[src/rtl/pes_wm_plant_if.sv]
// Actuator/sensor bundle between the washing-machine controller and its plant emulator.
// The controller takes the master modport and the plant takes the slave modport.
interface pes_wm_plant_if #(
    parameter int unsigned LEVEL_W = 8
);
    logic               door_lock;
    logic               motor_on;
    logic               fill_value_on;
    logic               drain_value_on;
    logic               soap_wash;
    logic               water_wash;
    logic               done;
    logic               filled;
    logic               detergent_added;
    logic               cycle_timeout;
    logic               drained;
    logic               spin_timeout;
    logic [LEVEL_W-1:0] water_level;
    logic               fault;

    modport master (
        output door_lock, motor_on, fill_value_on, drain_value_on,
               soap_wash, water_wash, done,
        input  filled, detergent_added, cycle_timeout, drained,
               spin_timeout, water_level, fault
    );

    modport slave (
        input  door_lock, motor_on, fill_value_on, drain_value_on,
               soap_wash, water_wash, done,
        output filled, detergent_added, cycle_timeout, drained,
               spin_timeout, water_level, fault
    );
endinterface

[src/rtl/pes_wm_plant.sv]
// Washing-machine plant emulator: water level, detergent dispenser, wash/spin timers
// and a sticky fault flag, all registered so the controller loop closes in one cycle.
module pes_wm_plant #(
    parameter int unsigned LEVEL_W     = 8,
    parameter int unsigned LEVEL_FULL  = 200,
    parameter int unsigned FILL_RATE   = 10,
    parameter int unsigned DRAIN_RATE  = 20,
    parameter int unsigned DET_CYCLES  = 4,
    parameter int unsigned WASH_CYCLES = 16,
    parameter int unsigned SPIN_CYCLES = 12,
    parameter int unsigned TMR_W       = 8
) (
    input logic           clk,
    input logic           reset,
    pes_wm_plant_if.slave plant
);
    localparam logic [LEVEL_W:0] FULL_X  = (LEVEL_W+1)'(LEVEL_FULL);
    localparam logic [LEVEL_W:0] FILL_X  = (LEVEL_W+1)'(FILL_RATE);
    localparam logic [LEVEL_W:0] DRAIN_X = (LEVEL_W+1)'(DRAIN_RATE);
    localparam logic [TMR_W-1:0] DET_T   = TMR_W'(DET_CYCLES);
    localparam logic [TMR_W-1:0] WASH_T  = TMR_W'(WASH_CYCLES);
    localparam logic [TMR_W-1:0] SPIN_T  = TMR_W'(SPIN_CYCLES);

    logic [LEVEL_W-1:0] level_q, level_nxt;
    logic [TMR_W-1:0]   det_q, det_nxt;
    logic [TMR_W-1:0]   wash_q, wash_nxt;
    logic [TMR_W-1:0]   spin_q, spin_nxt;
    logic [1:0]         phase_q;
    logic               filled_q, drained_q;
    logic               det_flag_q, det_flag_nxt;
    logic               wash_flag_q, wash_flag_nxt;
    logic               spin_flag_q, spin_flag_nxt;
    logic               fault_q, fault_nxt;

    logic [LEVEL_W:0]   level_x;
    logic [LEVEL_W:0]   fill_sum;
    logic [1:0]         phase;
    logic               det_clr, wash_clr, spin_clr;
    logic               det_run, wash_run, spin_run;

    always_comb begin
        level_x   = {1'b0, level_q};
        fill_sum  = level_x + FILL_X;
        level_nxt = level_q;
        if (plant.fill_value_on && !plant.drain_value_on) begin
            level_nxt = (fill_sum >= FULL_X) ? FULL_X[LEVEL_W-1:0] : fill_sum[LEVEL_W-1:0];
        end else if (plant.drain_value_on && !plant.fill_value_on) begin
            level_nxt = (level_x >= DRAIN_X) ? level_q - DRAIN_X[LEVEL_W-1:0] : '0;
        end
    end

    always_comb begin
        phase = {plant.soap_wash, plant.water_wash};

        det_clr  = plant.done || !plant.door_lock;
        det_run  = plant.door_lock && plant.soap_wash && filled_q;
        det_nxt  = det_q;
        if (det_clr)
            det_nxt = '0;
        else if (det_run && det_q < DET_T)
            det_nxt = det_q + 1'b1;
        det_flag_nxt = !det_clr && (det_flag_q || det_nxt == DET_T);

        // Clearing (motor off, door open, phase change) beats counting on the same edge.
        wash_clr = !plant.motor_on || !plant.door_lock || (phase != phase_q);
        wash_run = plant.motor_on && !plant.drain_value_on && filled_q &&
                   (plant.soap_wash ^ plant.water_wash);
        wash_nxt = wash_q;
        if (wash_clr)
            wash_nxt = '0;
        else if (wash_run && wash_q < WASH_T)
            wash_nxt = wash_q + 1'b1;
        wash_flag_nxt = !wash_clr && (wash_nxt == WASH_T);

        spin_clr = !plant.motor_on || !plant.door_lock;
        spin_run = plant.motor_on && plant.drain_value_on;
        spin_nxt = spin_q;
        if (spin_clr)
            spin_nxt = '0;
        else if (spin_run && spin_q < SPIN_T)
            spin_nxt = spin_q + 1'b1;
        spin_flag_nxt = !spin_clr && (spin_nxt == SPIN_T);

        fault_nxt = fault_q ||
                    (plant.fill_value_on && plant.drain_value_on) ||
                    (!plant.door_lock && level_q != '0) ||
                    (plant.motor_on && !plant.door_lock);
    end

    always_ff @(posedge clk or posedge reset) begin
        if (reset) begin
            level_q     <= '0;
            det_q       <= '0;
            wash_q      <= '0;
            spin_q      <= '0;
            phase_q     <= '0;
            filled_q    <= 1'b0;
            drained_q   <= 1'b1;
            det_flag_q  <= 1'b0;
            wash_flag_q <= 1'b0;
            spin_flag_q <= 1'b0;
            fault_q     <= 1'b0;
        end else begin
            level_q     <= level_nxt;
            det_q       <= det_nxt;
            wash_q      <= wash_nxt;
            spin_q      <= spin_nxt;
            phase_q     <= phase;
            filled_q    <= (level_nxt == FULL_X[LEVEL_W-1:0]);
            drained_q   <= (level_nxt == '0);
            det_flag_q  <= det_flag_nxt;
            wash_flag_q <= wash_flag_nxt;
            spin_flag_q <= spin_flag_nxt;
            fault_q     <= fault_nxt;
        end
    end

    assign plant.water_level     = level_q;
    assign plant.filled          = filled_q;
    assign plant.drained         = drained_q;
    assign plant.detergent_added = det_flag_q;
    assign plant.cycle_timeout   = wash_flag_q;
    assign plant.spin_timeout    = spin_flag_q;
    assign plant.fault           = fault_q;
endmodule

[src/flat_wrapper.sv]
// flat-port wrapper written by rule: the top's interface ports become plain ports
module pes_wm_plant_flat 
#(
    parameter int unsigned LEVEL_W     = 8,
    parameter int unsigned LEVEL_FULL  = 200,
    parameter int unsigned FILL_RATE   = 10,
    parameter int unsigned DRAIN_RATE  = 20,
    parameter int unsigned DET_CYCLES  = 4,
    parameter int unsigned WASH_CYCLES = 16,
    parameter int unsigned SPIN_CYCLES = 12,
    parameter int unsigned TMR_W       = 8
)
  (clk, reset, plant_door_lock, plant_motor_on, plant_fill_value_on, plant_drain_value_on, plant_soap_wash, plant_water_wash, plant_done, plant_filled, plant_detergent_added, plant_cycle_timeout, plant_drained, plant_spin_timeout, plant_water_level, plant_fault);
  pes_wm_plant_if #(.LEVEL_W(LEVEL_W)) plant_i ();
  input logic clk;
  input logic reset;
  input wire logic [$bits(plant_i.door_lock)-1:0] plant_door_lock;
  input wire logic [$bits(plant_i.motor_on)-1:0] plant_motor_on;
  input wire logic [$bits(plant_i.fill_value_on)-1:0] plant_fill_value_on;
  input wire logic [$bits(plant_i.drain_value_on)-1:0] plant_drain_value_on;
  input wire logic [$bits(plant_i.soap_wash)-1:0] plant_soap_wash;
  input wire logic [$bits(plant_i.water_wash)-1:0] plant_water_wash;
  input wire logic [$bits(plant_i.done)-1:0] plant_done;
  output wire logic [$bits(plant_i.filled)-1:0] plant_filled;
  output wire logic [$bits(plant_i.detergent_added)-1:0] plant_detergent_added;
  output wire logic [$bits(plant_i.cycle_timeout)-1:0] plant_cycle_timeout;
  output wire logic [$bits(plant_i.drained)-1:0] plant_drained;
  output wire logic [$bits(plant_i.spin_timeout)-1:0] plant_spin_timeout;
  output wire logic [$bits(plant_i.water_level)-1:0] plant_water_level;
  output wire logic [$bits(plant_i.fault)-1:0] plant_fault;
  assign plant_i.door_lock = plant_door_lock;
  assign plant_i.motor_on = plant_motor_on;
  assign plant_i.fill_value_on = plant_fill_value_on;
  assign plant_i.drain_value_on = plant_drain_value_on;
  assign plant_i.soap_wash = plant_soap_wash;
  assign plant_i.water_wash = plant_water_wash;
  assign plant_i.done = plant_done;
  assign plant_filled = plant_i.filled;
  assign plant_detergent_added = plant_i.detergent_added;
  assign plant_cycle_timeout = plant_i.cycle_timeout;
  assign plant_drained = plant_i.drained;
  assign plant_spin_timeout = plant_i.spin_timeout;
  assign plant_water_level = plant_i.water_level;
  assign plant_fault = plant_i.fault;
  pes_wm_plant #(.LEVEL_W(LEVEL_W), .LEVEL_FULL(LEVEL_FULL), .FILL_RATE(FILL_RATE), .DRAIN_RATE(DRAIN_RATE), .DET_CYCLES(DET_CYCLES), .WASH_CYCLES(WASH_CYCLES), .SPIN_CYCLES(SPIN_CYCLES), .TMR_W(TMR_W)) u_core (.clk(clk), .reset(reset), .plant(plant_i));
endmodule
[config.mk]
export PLATFORM = sky130hd
export DESIGN_NAME = pes_wm_plant_flat
export DESIGN_NICKNAME = d
export VERILOG_FILES = /design/src/rtl/pes_wm_plant_if.sv /design/src/rtl/pes_wm_plant.sv /design/src/flat_wrapper.sv
export SDC_FILE = /design/constraint.sdc
export NUM_CORES = 1
export LEC_CHECK = 0
export BUFFER_PORTS_ARGS = -buffer_cell sky130_fd_sc_hd__buf_2
export CELL_PAD_IN_SITES_DETAIL_PLACEMENT = 1
export CELL_PAD_IN_SITES_GLOBAL_PLACEMENT = 1
export CORE_UTILIZATION = 24
export DETAILED_ROUTE_END_ITERATION = 7
export HOLD_SLACK_MARGIN = 0.12
export PLACE_DENSITY_LB_ADDON = 0.1
export RECOVER_POWER = 100
export SYNTH_ARGS = -nofsm -noshare
export SYNTH_HDL_FRONTEND = slang
export SYNTH_SLANG_ARGS = --single-unit
[constraint.sdc]
create_clock -name clk -period 4.45 [get_ports clk]
set_clock_uncertainty 0.05 [all_clocks]
set_input_delay 0.89 -clock clk [delete_from_list [all_inputs] [get_ports clk]]
set_output_delay 0.89 -clock clk [all_outputs]
set_load 0.01 [all_outputs]
* Word-level counts from Yosys, hierarchy flattened *
Index checks and enable logic that the tools add are counted.
Widths: inputs -> output; s select.

word-level totals
  register bits after elaboration = 40
  input port bits = 9
  output and inout port bits = 14
  logic and storage cells = 70

operators by class
  add/subtract/negate cells = 5
  $lt $le $gt $ge = 5
  eq/ne operators = 5
  muxes and demuxes = 10
  bitwise operators = 1
  reductions and logical operators = 33

operators by type and width
  operator             count
  $mux 8               10
  $add 8x1->8 const B  3
  $logic_and 1x1->1    17
  $add 8x4->9 const B  1
  $ge 9x8->1 const B   1
  $eq 8x3->1 const B   1
  $eq 8x4->1 const B   1
  $eq 8x5->1 const B   1
  $eq 8x8->1 const B   1
  $ge 8x5->1 const B   1
  $logic_not 8->1      1
  $lt 8x3->1 const B   1
  $lt 8x4->1 const B   1
  $lt 8x5->1 const B   1
  $reduce_bool 8->1    1
  $sub 8x5->8 const B  1
  $logic_not 1->1      7
  $logic_or 1x1->1     7
  $ne 2x2->1           1
  $xor 1x1->1          1

* Depth between registers and ports, before layout *
  depth in word-level cells = 9
  gate-level depth with buffers = 9
  depth with buffers taken out = 8

* Worst setup path before layout *
OpenSTA, ideal clock, no wires.

  kind = input-to-reg
  from = input port plant_drain_value_on
  to = register u_core.wash_flag_q, in the netlist u_core.plant.cycle_timeout
  library setup time = 122 ps
  arrival = 2139 ps
  setup slack = 2139 ps
  stages on the path = 6
  path buffers = 0
  cells stage by stage = nand4bb_2 nor3_4 nand4_1 xor2_1 o211ai_1 a2111oi_1

on the way
  longest elaborated chain between the ends = 9

ends and longest elaborated chain
  element                          line                 text
  from (decl)                      flat_wrapper.sv:20   input wire logic [$bits(plant_i.drain_value_on)-1:0] plant_drain_value_on;
  $logic_not 1->1                  pes_wm_plant.sv:66   wash_run = plant.motor_on && !plant.drain_value_on && filled_q &&
  $logic_and 1x1->1 (3 in series)  pes_wm_plant.sv:66
  $logic_and 1x1->1                pes_wm_plant.sv:71   else if (wash_run && wash_q < WASH_T)
  $mux 8                           pes_wm_plant.sv:71
  $mux 8                           pes_wm_plant.sv:69   if (wash_clr)
  $eq 8x5->1                       pes_wm_plant.sv:73   wash_flag_nxt = !wash_clr && (wash_nxt == WASH_T);
  $logic_and 1x1->1                pes_wm_plant.sv:73
  net u_core.wash_flag_nxt         pes_wm_plant.sv:31   logic wash_flag_q, wash_flag_nxt;
  to (signal assigned)             pes_wm_plant.sv:112  wash_flag_q <= wash_flag_nxt;
  to (decl)                        pes_wm_plant.sv:31

The timed path passes the listed nets, and every way through them passes these cells.

* Final worst setup path *
  from = register u_core.level_q[5], in the netlist u_core.plant.water_level[5]
  to = register u_core.drained_q, in the netlist u_core.plant.drained

on the way
  longest elaborated chain between the ends = 5
  elaborated cells on any way between the ends = 9
  classes of those cells = add/sub (2); order compare (2); mux (4); reduce/logical (1)

ends and longest elaborated chain
  element                               line                                    text
  from (decl)                           pes_wm_plant.sv:24                      logic [LEVEL_W-1:0] level_q, level_nxt;
  from (signal assigned)                pes_wm_plant.sv:104                     level_q <= level_nxt;
  $add 8x4->9 (tied with other cells)   pes_wm_plant.sv:43                      fill_sum = level_x + FILL_X;
  $ge 9x8->1 or $mux 8 (tied branches)  pes_wm_plant.sv:46, pes_wm_plant.sv:48
  $mux 8 (on tied branches)             pes_wm_plant.sv:46, pes_wm_plant.sv:47
  $mux 8 *                              pes_wm_plant.sv:45                      if (plant.fill_value_on && !plant.drain_value_on) begin
  net u_core.level_nxt[7]               pes_wm_plant.sv:24
  $logic_not 8->1 *                     pes_wm_plant.sv:110                     drained_q <= (level_nxt == '0);
  to (signal assigned)                  pes_wm_plant.sv:110
  to (decl)                             pes_wm_plant.sv:29                      logic filled_q, drained_q;

The timed path passes the listed nets; every way through them passes the cells marked *.

==> out/summary.txt <==
max_cap viols: 1
clk_lat worst skew: 0.30 ns
Gate power share: 0.335
Max Fclk: 0.3435 GHz
clk slew on worst S/H paths: 0.09 ns
crit end category: flop
share of the synthesized area in the top cell type: 0.4298
drt pass-1 iters: 4
post-synthesis register bit count: 40
Power Total: 0.001148 W
Residual DRC: 0
setup TNS: 0 ns
P_int: 0.0006680 W
Initial Utilization: 0.2469
flop2flop setup slack: 1.54 ns
Die Span Y: 99.28 µm
Via density: 4.928
clock power share: 0.214
CTS H-Tree Depth: 2
failing checks: capacitance limit, slew limit
mux share of post-synthesis cell area: 0.02810
Post-CTS Hold Buffers: 0
worst-margin pin slew: 2.264 ns
critical path type: flop to flop
initial antenna violation count: 0
Switch Pwr: 0.0004799 W
Worst Path Required: 4.59 ns
Reg power frac: 0.451
clock tree buffer depth: 2
leak pwr: 1.021 nW
Netlist cell types: 60
largest family of logic cells by synthesized area: simple AND/OR/NAND/NOR gates
worst r2r src: u_core.plant.water_level[5]
Reg area: 0.001002 mm²
Rows: 35
Post-Route WL: 5.744 mm
first-pass GRT wire length: 10.01 mm
Post-synth EDFFs: 0
worst setup path end: u_core.plant.drained
final hold violations: 0
RSZ-0062 raised after global routing: false
minimum clock period: 2.911 ns
drt wl/cell: 15.82 µm
Pwr per Cell Area: 460.1 mW/mm²
Vias: 1789
Sw Share: 0.4181
synth top area cells: dfrtp_1 43%, nor2_1 4.1%, ha_1 3.9%
Worst EP arrival: 3.05 ns
multi-input logic area: 0.001151 mm²
antenna diode count: 0
Overflow after GRT: 0
R2R Path End: u_core.plant.drained
FFs w/ async S/R, synth: 1.000
Area Overhead vs Synth: 9.862%
I/O Buffers: 22
GRT Overall Usage: 0.1295
dpl hpwl: 4.107 mm
DRT antenna net count: 0
Worst Hold Class: flop to flop
die area: 0.009856 mm²
status: finished with violations
sequential share of the synthesized area: 0.4413
Num CTS Buffers: 5
# nets final: 267
largest net degree at the start of global routing: 41
core area: 0.009196 mm²
startpoint types: flop
die width: 99.28 µm
CP Max Fanout: 19
routability cong.: 0.7005
CTS Sinks: 40
CP startpoint: u_core.plant.water_level[5]
Compound-Gate Fraction of Synth Area: 0.1499
postcts setup bufs: 0
Synth Net Count: 247
Post-synth top flop: dfrtp_1
simple logic cell fraction of the synthesized area: 0.2612
Fillers: 1088
Root Driver: clkbuf_8
Tcrit/Tclk final: 0.6542
Post-Synth Adder-Cell Area: 0.03857
Ys Warns: 0
Ports: 23
Post-Syn Area: 0.002271 mm²
CTS tree: built
CTS resizes: 0
Slew HR: -0.5094
final setup vio count: 0
Synth Instances: 231
Slew Limit Fails: 41
Synth Area in XOR/XNOR: 0.05014
post-synth top area cell: dfrtp_1
DR iter-0 viols: 70
share of post-route cells with drive strength above 1: 0.08333
reg2reg path depth: 6
vias in the first global route: 1868
Syn Area/Cell: 9.831 µm²
maximum vdd drop: 0.0001252 V
==> metal layers <==
layer | wire [µm] | track usage | vias to the layer above
met5 | 0 | 0 | -
met4 | 69 | 0.03733 | 0
met3 | 108 | 0.02178 | 4
met2 | 2609 | 0.2035 | 18
met1 | 2956 | 0.1828 | 891
li1 | - | - | 876
==> how the worst min path moves through the flow <==
stage | cells past startpoint | from | to | slack (ns)
final | 1 | u_core.det_q[3] | u_core.det_q[3] | 0.43
after global routing | 1 | u_core.det_q[5] | u_core.det_q[5] | 0.47
after CTS | 1 | u_core.det_q[3] | u_core.det_q[3] | 0.44
after detailed placement | 1 | u_core.det_q[3] | u_core.det_q[3] | 0.42
after global placement | 1 | u_core.det_q[6] | u_core.det_q[6] | 0.41
after floorplan | 1 | u_core.det_q[7] | u_core.det_q[7] | 0.39
==> placed cells by master, fill, tap and decap left out, types with 4 or more instances in the layout <==
cell type	n
dfrtp_1	39
nor2_1	26
clkbuf_1	20
nand2_1	12
a21oi_1	11
o21ai_0	10
xnor2_1	9
nor3_1	7
ha_1	7
inv_1	6
and3_1	6
a31oi_1	6
nor2b_1	5
and2_0	5
nand4_1	5
clkbuf_8	5
nand2b_1	4
xor2_1	4
nor4_1	4
nand3_1	4
buf_2	4
==> Yosys cell counts, drive strengths merged (2+ instances only) <==
cell     count
a21boi       3
a21oi       11
a22oi        2
a31oi        6
and2         9
and3         6
buf          6
clkbuf       4
dfrtp       39
ha           7
inv          7
mux2         3
mux2i        3
nand2       12
nand2b       4
nand3        4
nand3b       3
nand4        5
nand4b       3
nand4bb      2
nor2        26
nor2b        5
nor3         7
nor4         4
o211ai       3
o21ai       11
o31ai        2
or3          3
xnor2        9
xor2         4
==> power by group through the flow <==
stage / Clock (W) / Sequential (W) / Combinational [W]
after global placement: 0 / 0.000529 / 0.000415
after CTS: 0.000262 / 0.000522 / 0.000415
final: 0.000246 / 0.000517 / 0.000385
after floorplan: 0 / 0.000450 / 0.000362
after global routing: 0.000275 / 0.000534 / 0.000436
after detailed placement: 0 / 0.000529 / 0.000411
==> sequential cells by signal, indices dropped and copies added (netlist names), 2 cells and up <==
| signal | count |
|---|---|
| u_core.spin_q | 8 |
| u_core.phase_q | 2 |
| u_core.plant.water_level | 8 |
| u_core.det_q | 8 |
| u_core.wash_q | 8 |
==> layout make-up <==
cell class / instances / area share
clock buffers: 6 / 0.02909
clock inverters: 2 / 0.005015
inverters: 7 / 0.01053
multi-input cells: 174 / 0.4614
flip-flops and latches: 40 / 0.4017
well taps: 111 / 0.05567
repair buffers: 23 / 0.03661
==> cells by family after synthesis <==
group,Yosys count
AND/OR/NAND/NOR,98
AO/OA/AOI/OAI,50
flip-flops,40
buffers and inverters,17
XOR/XNOR,13
adder cells (fa/ha/maj),7
multiplexers,6
==> stage by stage <==
stage / instances / setup WS [ns] / instance area [µm²] / util / hold WS (ns)
2_1_floorplan: 231 / 2.139 / 2271 / - / 0.3937
3_3_place_gp: 355 / 1.628 / 2484 / 0.2701 / 0.4147
3_5_place_dp: 355 / 1.695 / 2484 / 0.2701 / 0.4184
4_1_cts: 363 / 1.933 / 2569 / 0.2793 / 0.4420
5_1_grt: 363 / 1.170 / 2495 / 0.2713 / 0.4655
6_report: 363 / 1.539 / 2495 / 0.2713 / 0.4330
==> critical path, cell delays in order, from the launching register on <==
cell and delay [ns]:
dfrtp_1 0.63, or3_1 0.57, nor4_1 0.66, nor2_1 0.26
o21ai_0 0.15, nand4b_1 0.17, nor4_1 0.30
No activity file was read; power rests on OpenSTA's default activity.
